===== config.mk =====
export PLATFORM = sky130hd
export DESIGN_NAME = fifo_access_scheduler
export DESIGN_NICKNAME = d
export VERILOG_FILES = /design/src/rtl/fifo_access_scheduler.sv
export SDC_FILE = /design/constraint.sdc
export NUM_CORES = 1
export LEC_CHECK = 0
export CAP_MARGIN = 5
export CORE_MARGIN = 10
export CORE_UTILIZATION = 28
export CTS_CLUSTER_DIAMETER = 100
export DETAILED_ROUTE_END_ITERATION = 16
export GPL_TIMING_DRIVEN = 0
export PLACE_DENSITY = 0.77
export SLEW_MARGIN = 20
export SYNTH_ARGS = -nofsm -noshare
export SYNTH_HDL_FRONTEND = slang
export SYNTH_SLANG_ARGS = --single-unit

===== constraint.sdc =====
create_clock -name clk -period 3 [get_ports clk]
set_input_delay 0.9 -clock clk [delete_from_list [all_inputs] [get_ports clk]]
set_output_delay 0.9 -clock clk [all_outputs]
set_load 0.01 [all_outputs]

===== src/rtl/fifo_access_scheduler.sv =====
`default_nettype none
// ============================================================================
//  Module      : fifo_access_scheduler
//  Description : Round-robin access sequencer for a shared 16x8 synchronous
//                FIFO: NREQ write producers, one read consumer, one op/cycle.
//  Revision    : 1.0  initial release
// ============================================================================
module fifo_access_scheduler #(
    parameter int NREQ         = 4,
    parameter int DW           = 8,
    parameter int MAX_WR_BURST = 4
) (
    input  logic               clk,
    input  logic               rst_n,
    input  logic               flush,
    input  logic [NREQ-1:0]    wr_req,
    input  logic [NREQ*DW-1:0] wr_data,
    output logic [NREQ-1:0]    wr_gnt,
    input  logic               rd_req,
    output logic               rd_gnt,
    output logic               rd_valid,
    output logic [DW-1:0]      rd_data,
    output logic               fifo_rst,
    output logic               fifo_wr,
    output logic               fifo_rd,
    output logic [DW-1:0]      fifo_din,
    input  logic [DW-1:0]      fifo_dout,
    input  logic               fifo_full,
    input  logic               fifo_empty
);

    localparam int              c_IW         = (NREQ > 1) ? $clog2(NREQ) : 1;
    localparam int              c_CW         = c_IW + 1;
    localparam logic [c_CW-1:0] c_NREQ       = c_CW'(NREQ);
    localparam logic [c_IW-1:0] c_LAST_INIT  = c_IW'(NREQ - 1);
    localparam logic [3:0]      c_STREAK_MAX = 4'd15;
    localparam logic [3:0]      c_BURST      = 4'(MAX_WR_BURST);

    logic [1:0]      r_sync;
    logic            r_flush;
    logic [c_IW-1:0] r_last_wr;
    logic [3:0]      r_wr_streak;
    logic            r_rd_valid;

    logic            w_blocked;
    logic            w_can_wr;
    logic            w_can_rd;
    logic            w_do_wr;
    logic            w_do_rd;
    logic            w_win_found;
    logic [c_IW-1:0] w_win_idx;
    logic [c_CW-1:0] w_cand;

    // Reset synchronizer: asserts asynchronously, releases after two edges.
    always_ff @(posedge clk or negedge rst_n) begin
        if (!rst_n) begin
            r_sync  <= 2'b11;
            r_flush <= 1'b0;
        end else begin
            r_sync  <= {r_sync[0], 1'b0};
            r_flush <= flush;
        end
    end

    assign fifo_rst  = r_sync[1] | r_flush;
    assign w_blocked = fifo_rst | ~rst_n;

    // Round-robin search from the requester after the last winner.
    always_comb begin
        w_win_found = 1'b0;
        w_win_idx   = r_last_wr;
        w_cand      = '0;
        for (int k = 1; k <= NREQ; k++) begin
            w_cand = {1'b0, r_last_wr} + c_CW'(k);
            if (w_cand >= c_NREQ) begin
                w_cand = w_cand - c_NREQ;
            end
            if (!w_win_found && wr_req[w_cand[c_IW-1:0]]) begin
                w_win_found = 1'b1;
                w_win_idx   = w_cand[c_IW-1:0];
            end
        end
    end

    assign w_can_wr = w_win_found & ~fifo_full & ~w_blocked;
    assign w_can_rd = rd_req & ~fifo_empty & ~w_blocked;

    // A read displaces a write only once the write streak has hit its budget.
    assign w_do_rd = w_can_rd & (~w_can_wr | (r_wr_streak >= c_BURST));
    assign w_do_wr = w_can_wr & ~w_do_rd;

    generate
        for (genvar gi = 0; gi < NREQ; gi++) begin : g_gnt
            assign wr_gnt[gi] = w_do_wr & (w_win_idx == c_IW'(gi));
        end
    endgenerate

    always_comb begin
        fifo_din = '0;
        for (int i = 0; i < NREQ; i++) begin
            if (wr_gnt[i]) begin
                fifo_din = wr_data[i*DW +: DW];
            end
        end
    end

    assign fifo_wr = w_do_wr;
    assign fifo_rd = w_do_rd;
    assign rd_gnt  = w_do_rd;
    assign rd_data = fifo_dout;
    assign rd_valid = r_rd_valid;

    always_ff @(posedge clk or negedge rst_n) begin
        if (!rst_n) begin
            r_last_wr <= c_LAST_INIT;
        end else if (w_do_wr) begin
            r_last_wr <= w_win_idx;
        end
    end

    // Streak counts writes that bypassed a serviceable read.
    always_ff @(posedge clk or negedge rst_n) begin
        if (!rst_n) begin
            r_wr_streak <= '0;
        end else if (flush || w_do_rd || !rd_req || fifo_empty) begin
            r_wr_streak <= '0;
        end else if (w_do_wr && (r_wr_streak != c_STREAK_MAX)) begin
            r_wr_streak <= r_wr_streak + 4'd1;
        end
    end

    always_ff @(posedge clk or negedge rst_n) begin
        if (!rst_n) begin
            r_rd_valid <= 1'b0;
        end else begin
            r_rd_valid <= w_do_rd;
        end
    end

endmodule
`default_nettype wire


==> results.cfg <==
[run_status]
status = complete, but fails checks
violations = negative setup slack

[pwr]
peakVddDrop_uv = 157.3
power.switching_fraction_pct = 36.39
intPower_mw = 0.4049
power_leakage_nw = 0.8343
p_comb_share_pct = 60.2
power_switching_mw = 0.2317
p_clk_share_pct = 13.4
seqPwrFrac_pct = 26.4
power_density_mw_per_mm2 = 349.7

[clocking]
numCtsBuffers = 3
cts_root_buffer = clkbuf_4
cts_tree = built
clock_sink_count = 10
cts.hold.buffers_added = 0
htreeDepth = 1
clock_latency_ns = 0.26
clockBufferDepth = 2
clk_pin_slew_ns = 0.06

[sta]
slew_violations = 0
period_share_pct = 105.6
setup_ws_ns = -0.1685
whs_ns = 0.3570
worst_clock_skew_ns = 0.0004247
setup_viol = 12
period_needed_ns = 3.169
max_freq_mhz = 315.6
rsz0062_at_grt = yes
finalHoldViolCount = 0

[setup_path]
end_kind = output port
cp-start-kind = input port
cpLargestDelayFamily = buffers and inverters
crit_type = input port to output port
cp_max_fo = 5
cp_slowest_stage_delay_ns = 0.37
cp.required_ns = 2.10
cp.arrival_ns = 2.27
path_cells = buf_12 > or3b_4 > a2111oi_4 > buf_6 > buf_6 > nand2_8 > o22ai_2 > buf_2
crit_slowest_cell = or3b_4
crit_top_cell = buf_6
critPathBufInv = 4

[route]
ant_nets = 0
post_drt_wl_per_cell_um = 17.75
firstDrtPassIters = 4
drt_iter0_drc = 26
drt-vias-per-instance = 4.910
drc_errors = 0
vias = 1041
wl_um = 3764

[die]
dieArea_mm2 = 0.005576
dieHeight_um = 74.68
core_area_mm2 = 0.002805
pin_count = 75
die_w_um = 74.68
initial_core_util_pct = 29.84
num_rows = 19

[grt]
grt_pass1_wl_um = 5361
grt_pass1_vias = 1116
grt-ovfl-total = 0
grtUsageTotal_pct = 12.20
antenna_found_initial = 0
grt_max_degree = 12

[synth]
async_flop_share_pct = 100.0
yosysTopAreaCellShare_pct = 19.13
postSynthCellCount = 94
yosys_warnings = 0
synth_top_cells_by_count = mux2i_1 (16), buf_4 (9), nor2_1 (9), o22ai_1 (9)
synth.area.top_cells = mux2i_1 (19%), dfrtp_1 (18%), dfstp_2 (13%), buf_4 (8.1%), o22ai_1 (6.7%)
synth_top_cell_by_area = mux2i_1
synth.most_common_cell = mux2i_1
avgSynthCellArea_um2 = 8.905
synth_edf_count = 0
ys.flop_type = dfrtp_1
synth_seq_cells = 10
seq_area_frac_synth_pct = 30.49
syn-cell-area_um2 = 837.1
synth.distinct_cells = 29
synth_nets = 145

[placed_design]
place_area_mm2 = 0.001554
gp_congestion = 0.7902
io_buffers = 66
dp_hpwl_um = 2831

[cells_and_area]
fin_area_mm2 = 0.001821
area_delta_synth_final_pct = 117.5
drive_gt1_share_pct = 44.75
final_util_pct = 64.90
antenna_cells = 0
fin_nets = 234

[worst_hold_path]
hp-class = flop to flop

[job]
maxCapViolations = 0
-- registers in the layout (all words and copies together), names as in the netlist --
register	cells
r_flush	1
r_last_wr	2
r_sync	2
r_wr_streak	4
rd_valid	1
-- cell families (layout without fill, tap and decap cells) --
group	count (synthesis)	after routing	share of synthesized area [%]
and+or+nand+nor	27	28	16.74
DFF	10	10	30.49
adders and majority gates	1	1	1.495
other	1	1	0.4480
buffers and inverters	15	101	11.06
muxes	16	16	19.13
AOI/OAI and AO/OA	23	23	19.58
xor gates and xnor gates	1	1	1.047
-- cell usage in the layout, fill, tap and decap left out, drive strengths merged, types with 4 or more instances in the layout --
| cell | count |
|---|---|
| buf | 46 |
| clkdlybuf4s50 | 43 |
| mux2i | 16 |
| o22ai | 9 |
| nor2 | 9 |
| nand2 | 7 |
| dfrtp | 6 |
| a21oi | 6 |
| inv | 4 |
| dfstp | 4 |
| clkbuf | 4 |
-- layout make-up --
cell class / instances / area [um^2]
clock buffer: 3 / 22.52
timing repair buffer: 83 / 753.2
buffer: 11 / 86.33
fill: 233 / 984.7
multi-input combinational: 70 / 649.4
inverter: 4 / 15.01
tap: 31 / 38.79
sequential: 10 / 255.2
-- worst register-to-register path, cell delays in order (launching register included) --
cell and delay, ns:
dfrtp_1 0.40, or2_2 0.35, a2111oi_4 0.39, buf_6 0.18
buf_4 0.11, buf_4 0.10, buf_6 0.09, buf_4 0.13
nand2_1 0.08, xor2_1 0.15, nor2_1 0.06
-- routing by layer --
layer | GRT usage (%) | share of wire [%]
met5 | 0 | 0
met4 | 4.412 | 2.0
met3 | 2.628 | 4.6
met2 | 25.36 | 61
met1 | 11.14 | 32
-- final timing paths --
check / from / endpoint / slack (ns) / cells past startpoint
min: r_sync[0] / r_sync[1] / 0.36 / 0
max reg2reg: r_wr_streak[2] / r_wr_streak[0] / 0.85 / 10
max in group asynchronous: rst_n / r_last_wr[0] / 2.23 / 2
min in group asynchronous: rst_n / r_wr_streak[3] / 0.54 / 2
min reg2reg: r_sync[0] / r_sync[1] / 0.36 / 0
max: rst_n / fifo_din[0] / -0.17 / 8
-- power groups by stage --
stage / Combinational, mW / Clock (mW) / Sequential [mW]
4_1_cts: 0.363 / 0.0902 / 0.167
5_1_grt: 0.407 / 0.0972 / 0.170
6_report: 0.383 / 0.0853 / 0.168
3_5_place_dp: 0.289 / 0 / 0.168
2_1_floorplan: 0.179 / 0 / 0.165
3_3_place_gp: 0.284 / 0 / 0.167
-- timing repair --
action                                  in CTS  in global routing
gates cloned                                 2                  0
buffers inserted                            12                  4
endpoints found under the hold margin        0                  0
endpoints found under the setup margin      16                 15
resized for setup                          112                 22
pin swaps                                   14                  5
-- stage by stage --
| step | setup WS, ns | instances | total power [mW] | TNS, ns |
|---|---|---|---|---|
| after floorplan | -0.2515 | 94 | 0.3440 | -2.662 |
| after global placement | -1.739 | 191 | 0.4509 | -23.96 |
| after detailed placement | -1.759 | 191 | 0.4573 | -24.82 |
| after CTS | -0.2326 | 208 | 0.6210 | -2.392 |
| after global routing | -0.2243 | 212 | 0.6743 | -2.004 |
| final | -0.1685 | 212 | 0.6366 | -1.247 |
Power figures use the tool's default switching activity.
